`src/rtl/dff_pipe_pkg.sv`:
```
// Shared constants and helpers for the dff_pipe valid/ready register pipeline.
package dff_pipe_pkg;

  localparam int DEPTH_MAX = 16;

  // Bits needed to count 0..depth valid stages.
  function automatic int occ_width(input int depth);
    return (depth < 1) ? 1 : $clog2(depth + 1);
  endfunction

endpackage

```
`src/rtl/dff_pipe_stage.sv`:
```
// One WIDTH-bit data+valid pipeline stage with load/hold and synchronous valid clear.
module dff_pipe_stage #(
  parameter int WIDTH = 8
) (
  input  logic             clk,
  input  logic             rst_n,
  input  logic             load,
  input  logic             clear,
  input  logic [WIDTH-1:0] up_data,
  input  logic             up_valid,
  output logic [WIDTH-1:0] data,
  output logic             valid
);

  always_ff @(posedge clk or negedge rst_n) begin
    if (!rst_n) begin
      data  <= '0;
      valid <= 1'b0;
    end else begin
      if (clear) begin
        valid <= 1'b0;
      end else if (load) begin
        valid <= up_valid;
      end
      // Bubbles move only the valid bit; data stays put so idle stages don't toggle.
      if (load && up_valid && !clear) begin
        data <= up_data;
      end
    end
  end

endmodule

```
`src/rtl/dff_pipe.sv`:
```
// Elastic DEPTH-stage register pipeline with per-stage valids and bubble collapse.
// Optional occupancy counter and occ port when DFF_PIPE_OCC_EN is defined.
module dff_pipe
  import dff_pipe_pkg::*;
#(
  parameter int WIDTH = 8,
  parameter int DEPTH = 3
) (
  input  logic             clk,
  input  logic             rst_n,
  input  logic             en,
  input  logic             flush,
  input  logic [WIDTH-1:0] d,
  input  logic             d_valid,
  output logic             d_ready,
  output logic [WIDTH-1:0] q,
  output logic             q_valid,
  input  logic             q_ready
`ifdef DFF_PIPE_OCC_EN
  ,
  output logic [occ_width(DEPTH)-1:0] occ
`endif
);

  logic [WIDTH-1:0] stage_data [DEPTH];
  logic [WIDTH-1:0] up_data    [DEPTH];
  logic [DEPTH-1:0] stage_valid;
  logic [DEPTH-1:0] up_valid;
  logic [DEPTH-1:0] adv;

  // Advance ripples from the output back to the input in one combinational pass.
  always_comb begin : adv_chain
    logic downstream;
    adv        = '0;
    downstream = q_ready;
    for (int i = DEPTH - 1; i >= 0; i--) begin
      adv[i]     = en & (~stage_valid[i] | downstream);
      downstream = adv[i];
    end
  end

  genvar gi;
  generate
    for (gi = 0; gi < DEPTH; gi++) begin : g_stage
      if (gi == 0) begin : g_head
        assign up_data[gi]  = d;
        assign up_valid[gi] = d_valid;
      end else begin : g_body
        assign up_data[gi]  = stage_data[gi-1];
        assign up_valid[gi] = stage_valid[gi-1];
      end

      dff_pipe_stage #(
        .WIDTH (WIDTH)
      ) u_stage (
        .clk      (clk),
        .rst_n    (rst_n),
        .load     (adv[gi]),
        .clear    (flush),
        .up_data  (up_data[gi]),
        .up_valid (up_valid[gi]),
        .data     (stage_data[gi]),
        .valid    (stage_valid[gi])
      );
    end
  endgenerate

  assign d_ready = adv[0];
  assign q       = stage_data[DEPTH-1];
  assign q_valid = stage_valid[DEPTH-1];

`ifdef DFF_PIPE_OCC_EN
  localparam int OCC_W = occ_width(DEPTH);

  logic [OCC_W-1:0] occ_reg;
  logic             accept;
  logic             emit;

  assign accept = adv[0] & d_valid;
  assign emit   = adv[DEPTH-1] & stage_valid[DEPTH-1];

  // Tracks popcount(stage_valid) incrementally instead of summing the vector.
  always_ff @(posedge clk or negedge rst_n) begin
    if (!rst_n) begin
      occ_reg <= '0;
    end else if (flush) begin
      occ_reg <= '0;
    end else begin
      case ({accept, emit})
        2'b10:   occ_reg <= occ_reg + OCC_W'(1);
        2'b01:   occ_reg <= occ_reg - OCC_W'(1);
        default: occ_reg <= occ_reg;
      endcase
    end
  end

  assign occ = occ_reg;
`endif

endmodule

```
`config.mk`:
```
export PLATFORM = sky130hd
export DESIGN_NAME = dff_pipe
export DESIGN_NICKNAME = d
export VERILOG_FILES = /design/src/rtl/dff_pipe_pkg.sv /design/src/rtl/dff_pipe_stage.sv /design/src/rtl/dff_pipe.sv
export SDC_FILE = /design/constraint.sdc
export NUM_CORES = 1
export LEC_CHECK = 0
export ABC_AREA = 1
export CAP_MARGIN = 10
export CORE_MARGIN = 5
export CORE_UTILIZATION = 35
export CTS_CLUSTER_SIZE = 14
export DETAILED_ROUTE_END_ITERATION = 10
export PLACE_DENSITY_LB_ADDON = 0.3
export SLEW_MARGIN = 40
export SYNTH_ARGS = -nofsm -noshare
export SYNTH_HDL_FRONTEND = slang
export SYNTH_SLANG_ARGS = --single-unit
```
`constraint.sdc`:
```
create_clock -name clk -period 3.6 [get_ports clk]
set_clock_uncertainty 0.1 [all_clocks]
set_input_delay 0.54 -clock clk [delete_from_list [all_inputs] [get_ports clk]]
set_output_delay 0.54 -clock clk [all_outputs]
set_load 0.1 [all_outputs]
```
==> results of run 1 <==
stage by stage:
stage	hold WS, ns	area [um^2]
6_report	0.3912	1423
5_1_grt	0.4226	1423
4_1_cts	0.3956	1423
3_5_place_dp	0.3623	1395
3_3_place_gp	0.3594	1440
2_1_floorplan	0.1444	1175
worst max-delay path, cell delays in order:
cell	delay [ns]
clkdlybuf4s50_1	0.81
nand2_1	0.11
inv_1	0.07
buf_4	0.28
registers in the layout, indices dropped and copies added, names as in the netlist:
name                   count
g_stage.u_stage.data      24
g_stage.u_stage.valid      3
cells by family (layout without fill, tap and decap cells):
logic type	Yosys count	after routing	share of synthesized area [%]
compound gates	19	19	10.86
flops	27	27	57.51
simple gates	54	54	22.58
buf+inv	24	49	9.052
Yosys cell counts:
cell type	number	area share, %
nand2_1	39	12
dfrtp_1	27	58
inv_1	21	6.7
o21ai_0	10	4.3
nand4_1	8	4.3
o21ai_2	8	6.0
buf_6	2	1.9
nand3_2	2	1.7
a21boi_0	1	0.64
buf_2	1	0.43
nand3_1	1	0.43
nand4_2	1	1.1
nand4_4	1	1.8
nor2_1	1	0.32
nor2_2	1	0.53
layout make-up:
class                      count  share of cell area (%)
clock buffer                   3                   1.583
clock inverter                 1                  0.3518
inverter                      21                   5.541
multi-input combinational     73                   27.62
sequential                    27                   47.49
tap                           46                   4.046
timing repair buffer          24                   13.37
per-layer routing:
| layer | share of wire (%) | routed length [um] | track usage [%] | vias to the layer above |
|---|---|---|---|---|
| met5 | 0 | 0 | 0 | - |
| met4 | 0.51 | 10 | 3.226 | 0 |
| met3 | 10 | 201 | 4.926 | 2 |
| met2 | 40 | 789 | 15.04 | 27 |
| met1 | 49 | 954 | 12.33 | 353 |
| li1 | - | - | - | 448 |
power by group:
part           switching (W)  internal [W]
logic               0.000203     0.0000613
clock network      0.0000856     0.0000416
registers          0.0000286      0.000359
total               0.000317      0.000462
worst max-delay path by stage:
| stage | start | endpoint | depth (start not counted) |
|---|---|---|---|
| detailed placement | en | d_ready | 4 |
| global placement | en | d_ready | 4 |
| CTS | en | d_ready | 4 |
| floorplan | g_stage[2].u_stage.valid | d_ready | 3 |
| global route | en | d_ready | 4 |
| finish | en | d_ready | 4 |
cell usage in the layout (no fill, tap or decap), drive strengths merged:
master and instances:
nor2 2, nand4 10, buf 11, clkdlybuf4s50 13, nand3 3, clkbuf 3
o21ai 18, dfrtp 27, clkinv 1, nand2 39, a21boi 1, inv 21
==> flow_metrics.tcl, run 1 <==
set metrics [dict create \
    path_clk_slew_ns 0.14 \
    post_cts_buffers 0 \
    hpwlAfterDp_mm 1.436 \
    preCtsSetupSlack_ns 1.154 \
    critical_path_class "in2out" \
    r2r_start "g_stage[1].u_stage.valid" \
    clock_latency_ns 0.32 \
    regToRegEndpoint "g_stage[1].u_stage.data[1]" \
    tns_ns 0 \
    worst_pin_slew_ns 0.5466 \
    multiInputGateArea_um2 392.9 \
    dr.pass1.iters 5 \
    finalNetCount 164 \
    num_vias 830 \
    initial_utilization_pct 35.77 \
    synth_fp_nets 138 \
    cp_max_fo 14 \
    drt_iter0_drc 18 \
    grt_pass1_vias 782 \
    leakagePower_nw 0.7257 \
    hold_depth 2 \
    cts.sinks 27 \
    clockBufferDepth 2 \
    fin_crit_ns 2.459 \
    synthCells 124 \
    core_area_mm2 0.003284 \
    antenna_found_initial 0 \
    core.rowCount 21 \
    dp_cells 191 \
    ctsResizeCount 0 \
    ys_ff_latch 27 \
    outcome "finished, final reports clean" \
    seqCellArea_um2 675.6 \
    gp_congestion 0.7919 \
    overflow 0 \
    cts_buffers 3 \
    diodes 0 \
    clock.fmax_ghz 0.4067 \
    ys_seq_area_share_pct 57.51 \
    drcViolationCount 0 \
    antenna_left 0 \
    worstPathRequired_ns 2.96 \
    cts_tree "done" \
    post-route-util_pct 43.31 \
    syn_area_mm2 0.001175 \
    period_share_pct 68.30 \
    post_drt_wl_per_cell_um 10.03 \
    yosysUniqueCellTypes 15 \
    hold_path_startpoint "g_stage[0].u_stage.data[3]" \
    grt_pass1_wl_mm 3.477 \
    grt_use_total_pct 9.945 \
    r2r_cells 4 \
    postSynthAreaPerCell_um2 9.475 \
    die_height_um 67.94 \
    r2r_setup_slack_ns 2.16 \
    cap_viol_max_count 0 \
    drive_gt1_share_pct 18.79 \
    hold_end "g_stage[0].u_stage.data[3]" \
    ys_warn_count 0 \
    fin_cells 195 \
    report.final.slew_viol_count 0 \
    viasPerCell 4.256 \
    final_hold_viol_count 0 \
    fillers 344 \
    endpoint_kind "primary output" \
    power_density_mw_per_mm2 547.4 \
    worstPathArrival_ns 1.82 \
    rsz0062_at_grt "false" \
    die_x_um 67.94 \
    cts-root-buf "clkbuf_4" \
    routed_wl_mm 1.956 \
    grt_max_degree 28 \
    worstHoldPathType "reg2reg" \
    finalPower_w 0.0007787 \
    finalSetupViolCount 0 \
    ir_drop_v 0.0002980 \
    cp-start-kind "input pin" \
    die_area_mm2 0.004615 \
    io_pins 24 \
    port_buffers 23 \
    maxSlewHeadroom_pct 63.45 \
    areaGrowthSynthToFinish_pct 21.09 \
    htreeDepth 1 \
    setup_slack_ns 1.141 \
    hold_buffers 0 \
]
Power figures use the tool's default switching activity.
==> inputs of run 2 (changes only) <==
==> constraint.sdc (replaced) <==
create_clock -name clk -period 2.1 [get_ports clk]
set_clock_uncertainty 0.1 [all_clocks]
set_input_delay 0.315 -clock clk [delete_from_list [all_inputs] [get_ports clk]]
set_output_delay 0.315 -clock clk [all_outputs]
set_load 0.1 [all_outputs]
==> run 2 against run 1 <==
Compared with the run above:
- global-route usage increased by 0.62 points
- sequential share of layout area fell by 1.9 points
- worst hold slack worse by 0.13 ns
- wire length is 1.6% higher
- first-iteration DRC count rose by 140%
- via count rose by 3.7%
- power increased by 75%
- largest cell class unchanged
- highest routed layer unchanged
==> flow_metrics.tcl, run 2 (synthesis gave the netlist of run 1 again) <==
set metrics [dict create \
    cp_max_fo 5 \
    core_area_mm2 0.003284 \
    final_common_cell "nand2_1" \
    grt_max_degree 28 \
    htreeDepth 1 \
    leakagePower_nw 0.7354 \
    post-route-util_pct 45.18 \
    initial_utilization_pct 35.77 \
    hpwlAfterDp_mm 1.536 \
    die_height_um 67.94 \
    critical_path_class "in2out" \
    regMostFlops "g_stage.u_stage.data" \
    seqCellArea_um2 676.9 \
    port_buffers 23 \
    diodes 0 \
    outcome "finished, final reports clean" \
    endpoint_kind "primary output" \
    dr.pass1.iters 4 \
    clock_latency_ns 0.31 \
    drive_gt1_share_pct 21.05 \
    dp_cells 194 \
    io_pins 24 \
    finalNetCount 167 \
    ir_drop_v 0.0002798 \
    fin_area_mm2 0.001484 \
    grt_pass1_vias 856 \
    path_clk_slew_ns 0.13 \
    die_area_mm2 0.004615 \
    cts-root-buf "clkbuf_4" \
    cts_tree "done" \
    cts.sinks 27 \
    hold_ws_ns 0.2618 \
    drt_iter0_drc 44 \
    hold_buffers 0 \
    largest_reg_flops 24 \
    fin_crit_ns 1.761 \
    num_vias 861 \
    post_drt_wl_per_cell_um 10.04 \
    core.rowCount 21 \
    post_cts_buffers 0 \
    antenna_left 0 \
    clock.fmax_ghz 0.5680 \
    cap_viol_max_count 0 \
    grt_use_total_pct 10.56 \
    grt_pass1_wl_mm 3.712 \
    tns_ns 0 \
    fin_cells 198 \
    drcViolationCount 0 \
    overflow 0 \
    multiInputGateArea_um2 392.9 \
    final_cell_mix "39 x nand2_1, 26 x dfrtp_1, 20 x inv_1" \
    ctsResizeCount 0 \
    cp-start-kind "input pin" \
    worstPathArrival_ns 1.35 \
    die_x_um 67.94 \
    fillers 354 \
    viasPerCell 4.348 \
    gp_congestion 0.7670 \
    dpl_cell_area_mm2 0.001458 \
    routed_wl_mm 1.988 \
    rsz0062_at_grt "false" \
    final_hold_viol_count 0 \
    cts_buffers 3 \
    period_share_pct 83.84 \
    top_regs "g_stage.u_stage.data (24), g_stage.u_stage.valid (3)" \
    areaGrowthSynthToFinish_pct 26.30 \
    report.final.slew_viol_count 0 \
    worst_pin_slew_ns 0.3846 \
    clockBufferDepth 2 \
    maxSlewHeadroom_pct 74.33 \
    antenna_found_initial 0 \
    worstHoldPathType "in2async" \
    power_density_mw_per_mm2 916.5 \
    worstPathRequired_ns 1.68 \
    finalSetupViolCount 0 \
]
==> run 2: cell type report <==
type                            instances  area share [%]
Sequential cell                        27           45.62
Multi-Input combinational cell         73           26.48
Timing Repair Buffer                   27           16.69
Inverter                               21           5.565
Tap cell                               46           3.879
Clock buffer                            4           1.771
==> run 2: worst paths after layout <==
kind / start / to / slack [ns] / cells after the start
worst max-delay path: en / d_ready / 0.34 / 4
worst min-delay path: rst_n / g_stage[2].u_stage.data[4] / 0.26 / 2
worst max register to register: g_stage[1].u_stage.valid / g_stage[1].u_stage.data[5] / 0.69 / 4
worst min register to register: g_stage[0].u_stage.data[1] / g_stage[0].u_stage.data[1] / 0.39 / 2
max in group asynchronous: rst_n / g_stage[2].u_stage.valid / 1.38 / 2
min in group clk: g_stage[0].u_stage.data[1] / g_stage[0].u_stage.data[1] / 0.39 / 2
==> run 2: metrics by stage <==
stage	power, W	setup slack (ns)
after floorplan	0.001036	0.1066
after global placement	0.001155	0.3400
after detailed placement	0.001167	0.2669
after CTS	0.001382	0.3179
after global routing	0.001456	0.2256
final	0.001360	0.3393
==> run 2: routing by layer <==
| layer | share of wire (%) | global-route usage, % |
|---|---|---|
| met1 | 47 | 13.58 |
| met2 | 45 | 16.97 |
| met3 | 7.2 | 2.956 |
| met4 | 0.65 | 3.722 |
| met5 | 0 | 0 |
==> run 2: where the power goes <==
part / leakage (nW) / internal, W / switching [W]
clock network: 0.0150 / 0.0000742 / 0.000137
logic: 0.370 / 0.000129 / 0.000353
registers: 0.350 / 0.000616 / 0.0000508
==> run 2: worst max-delay path, cell delays in order <==
cell,delay [ns]
clkdlybuf4s50_1,0.61
nand2_1,0.14
clkinvlp_4,0.10
buf_12,0.17
==> inputs of run 3 (changes only) <==
==> constraint.sdc (replaced) <==
create_clock -name clk -period 1.7 [get_ports clk]
set_clock_uncertainty 0.1 [all_clocks]
set_input_delay 0.255 -clock clk [delete_from_list [all_inputs] [get_ports clk]]
set_output_delay 0.255 -clock clk [all_outputs]
set_load 0.1 [all_outputs]
==> run 3 against run 2 <==
Compared with the run above:
- setup slack got worse by 0.24 ns
- critical path depth did not move
- clock power rose by 22%
- wire length rose by 4.1%
- non-clock buffer count rose by 4
- register-to-register slack got worse by 0.39 ns
- count of clock-buffer cells in the layout did not move
- critical path type is now reg2out
- largest cell class unchanged
- largest power group unchanged
==> flow_metrics.tcl, run 3 (synthesis gave the netlist of run 1 again) <==
set metrics [dict create \
    outcome "finished, final reports clean" \
    cts_buffers 3 \
    routed_wl_mm 2.070 \
    critical_path_class "reg2out" \
    rsz0062_at_grt "false" \
    clock.fmax_ghz 0.6238 \
    grt_max_degree 28 \
    core.rowCount 21 \
    die_area_mm2 0.004615 \
    areaGrowthSynthToFinish_pct 42.07 \
    ir_drop_v 0.0003820 \
    cp_slowest_cell "dfrtp_2" \
    die_x_um 67.94 \
    htreeDepth 1 \
    fin_area_mm2 0.001669 \
    final_hold_viol_count 0 \
    clock_latency_ns 0.31 \
    port_buffers 23 \
    worstPathRequired_ns 1.34 \
    finalNetCount 171 \
    regMostFlops "g_stage.u_stage.data" \
    report.final.slew_viol_count 0 \
    drcViolationCount 0 \
    power_density_mw_per_mm2 1082 \
    multiInputGateArea_um2 404.1 \
    post-route-util_pct 50.82 \
    dp_cells 195 \
    drive_gt1_share_pct 25.00 \
    p_int_w 0.001117 \
    leakagePower_nw 0.7976 \
    p_clk_share_pct 14.3 \
    max_stage_delay_ns 0.43 \
    fillers 317 \
    endpoint_kind "primary output" \
    finalSetupViolCount 0 \
    worstHoldPathType "in2async" \
    period_share_pct 94.30 \
    overflow 0 \
    gp_congestion 0.8032 \
    grt_use_total_pct 11.43 \
    grt_pass1_vias 932 \
    dr.pass1.iters 6 \
    clockBufferDepth 2 \
    worst_pin_slew_ns 0.3296 \
    crit_chain "nand4_4 -> nand2_2 -> clkinvlp_4 -> buf_12" \
    seqCellArea_um2 680.7 \
    die_height_um 67.94 \
    swShare_pct 38.14 \
    io_pins 24 \
    final_common_cell "nand2_1" \
    num_vias 854 \
    core_area_mm2 0.003284 \
    p_seq_share_pct 46.8 \
    combPwrFrac_pct 38.9 \
    post_drt_wl_per_cell_um 10.25 \
    antenna_left 0 \
    largest_reg_flops 24 \
    cts.sinks 27 \
    initial_utilization_pct 35.77 \
    switchingPower_w 0.0006886 \
    diodes 0 \
    grt_pass1_wl_mm 4.050 \
    drt_iter0_drc 22 \
    worstPathArrival_ns 1.25 \
    hpwlAfterDp_mm 1.597 \
    cts_tree "done" \
    viasPerCell 4.228 \
    tns_ns 0 \
    dpl_cell_area_mm2 0.001617 \
    cts-root-buf "clkbuf_4" \
    path_clk_slew_ns 0.13 \
    final_cell_mix "38 x nand2_1, 25 x dfrtp_1, 19 x inv_1" \
    top_regs "g_stage.u_stage.data (24), g_stage.u_stage.valid (3)" \
    fin_crit_ns 1.603 \
    maxSlewHeadroom_pct 78.02 \
    finalPower_w 0.001806 \
    cp_max_fo 5 \
    cp-start-kind "flip-flop" \
    hold_buffers 0 \
    fin_cells 202 \
    antenna_found_initial 0 \
    cap_viol_max_count 0 \
]
run 3: cell count changes in the layout (fill, tap and decap cells not counted), sizes merged:
cell,previous run,this run
buf,14,18
clkdlybuf4s50,13,12
dlymetal6s2s,0,1
run 3: final timing paths:
path	depth (start not counted)	slack [ns]	start	to
worst max-delay path	4	0.1	g_stage[1].u_stage.valid	d_ready
worst min-delay path	2	0.21	rst_n	g_stage[2].u_stage.data[1]
worst max register to register	4	0.30	g_stage[2].u_stage.valid	g_stage[2].u_stage.data[1]
worst min register to register	2	0.39	g_stage[0].u_stage.data[5]	g_stage[0].u_stage.data[5]
max in group asynchronous	2	1.02	rst_n	g_stage[2].u_stage.valid
min in group clk	6	0.29	q_ready	g_stage[0].u_stage.valid
run 3: per-stage QoR:
step	setup slack, ns	hold WS (ns)
4_1_cts	0.01316	0.2077
6_report	0.09686	0.2075
3_5_place_dp	0.01084	0.3616
5_1_grt	0.02264	0.2267
2_1_floorplan	0.001028	-0.1406
3_3_place_gp	0.03583	0.3591
run 3: routing by layer:
metal / vias up / wire length (um) / global-route usage [%]
met2: 20 / 928 / 19.25
met5: - / 0 / 0
met1: 374 / 1020 / 14.33
met4: 0 / 11 / 4.218
li1: 458 / - / -
met3: 2 / 109 / 2.463
run 3: critical path, delay by kind of cell, from the launching register on:
family | cells | cell delay [ns]
AND/OR/NAND/NOR | 2 | 0.25
buffers and inverters | 2 | 0.26
flip-flops | 1 | 0.43
run 3: power by group through the flow:
| stage | Clock, W | Combinational (W) | Sequential [W] |
|---|---|---|---|
| after floorplan | 0 | 0.000171 | 0.00111 |
| after global placement | 0 | 0.000698 | 0.000854 |
| after detailed placement | 0 | 0.000709 | 0.000860 |
| after CTS | 0.000275 | 0.000711 | 0.000847 |
| after global routing | 0.000298 | 0.000758 | 0.000862 |
| final | 0.000258 | 0.000703 | 0.000845 |
run 3: layout make-up:
type | instances | area share [%]
repair buffers | 31 | 25.04
multi-input cells | 73 | 24.21
inverters | 21 | 4.948
clock buffers | 4 | 1.574
well taps | 46 | 3.448
flip-flops and latches | 27 | 40.78
run 3: what timing repair did:
item                       4_1_cts  5_1_grt
gates resized for setup          1        2
pin swaps                        0        2
setup endpoints to repair        1        1
setup buffers                    1        2
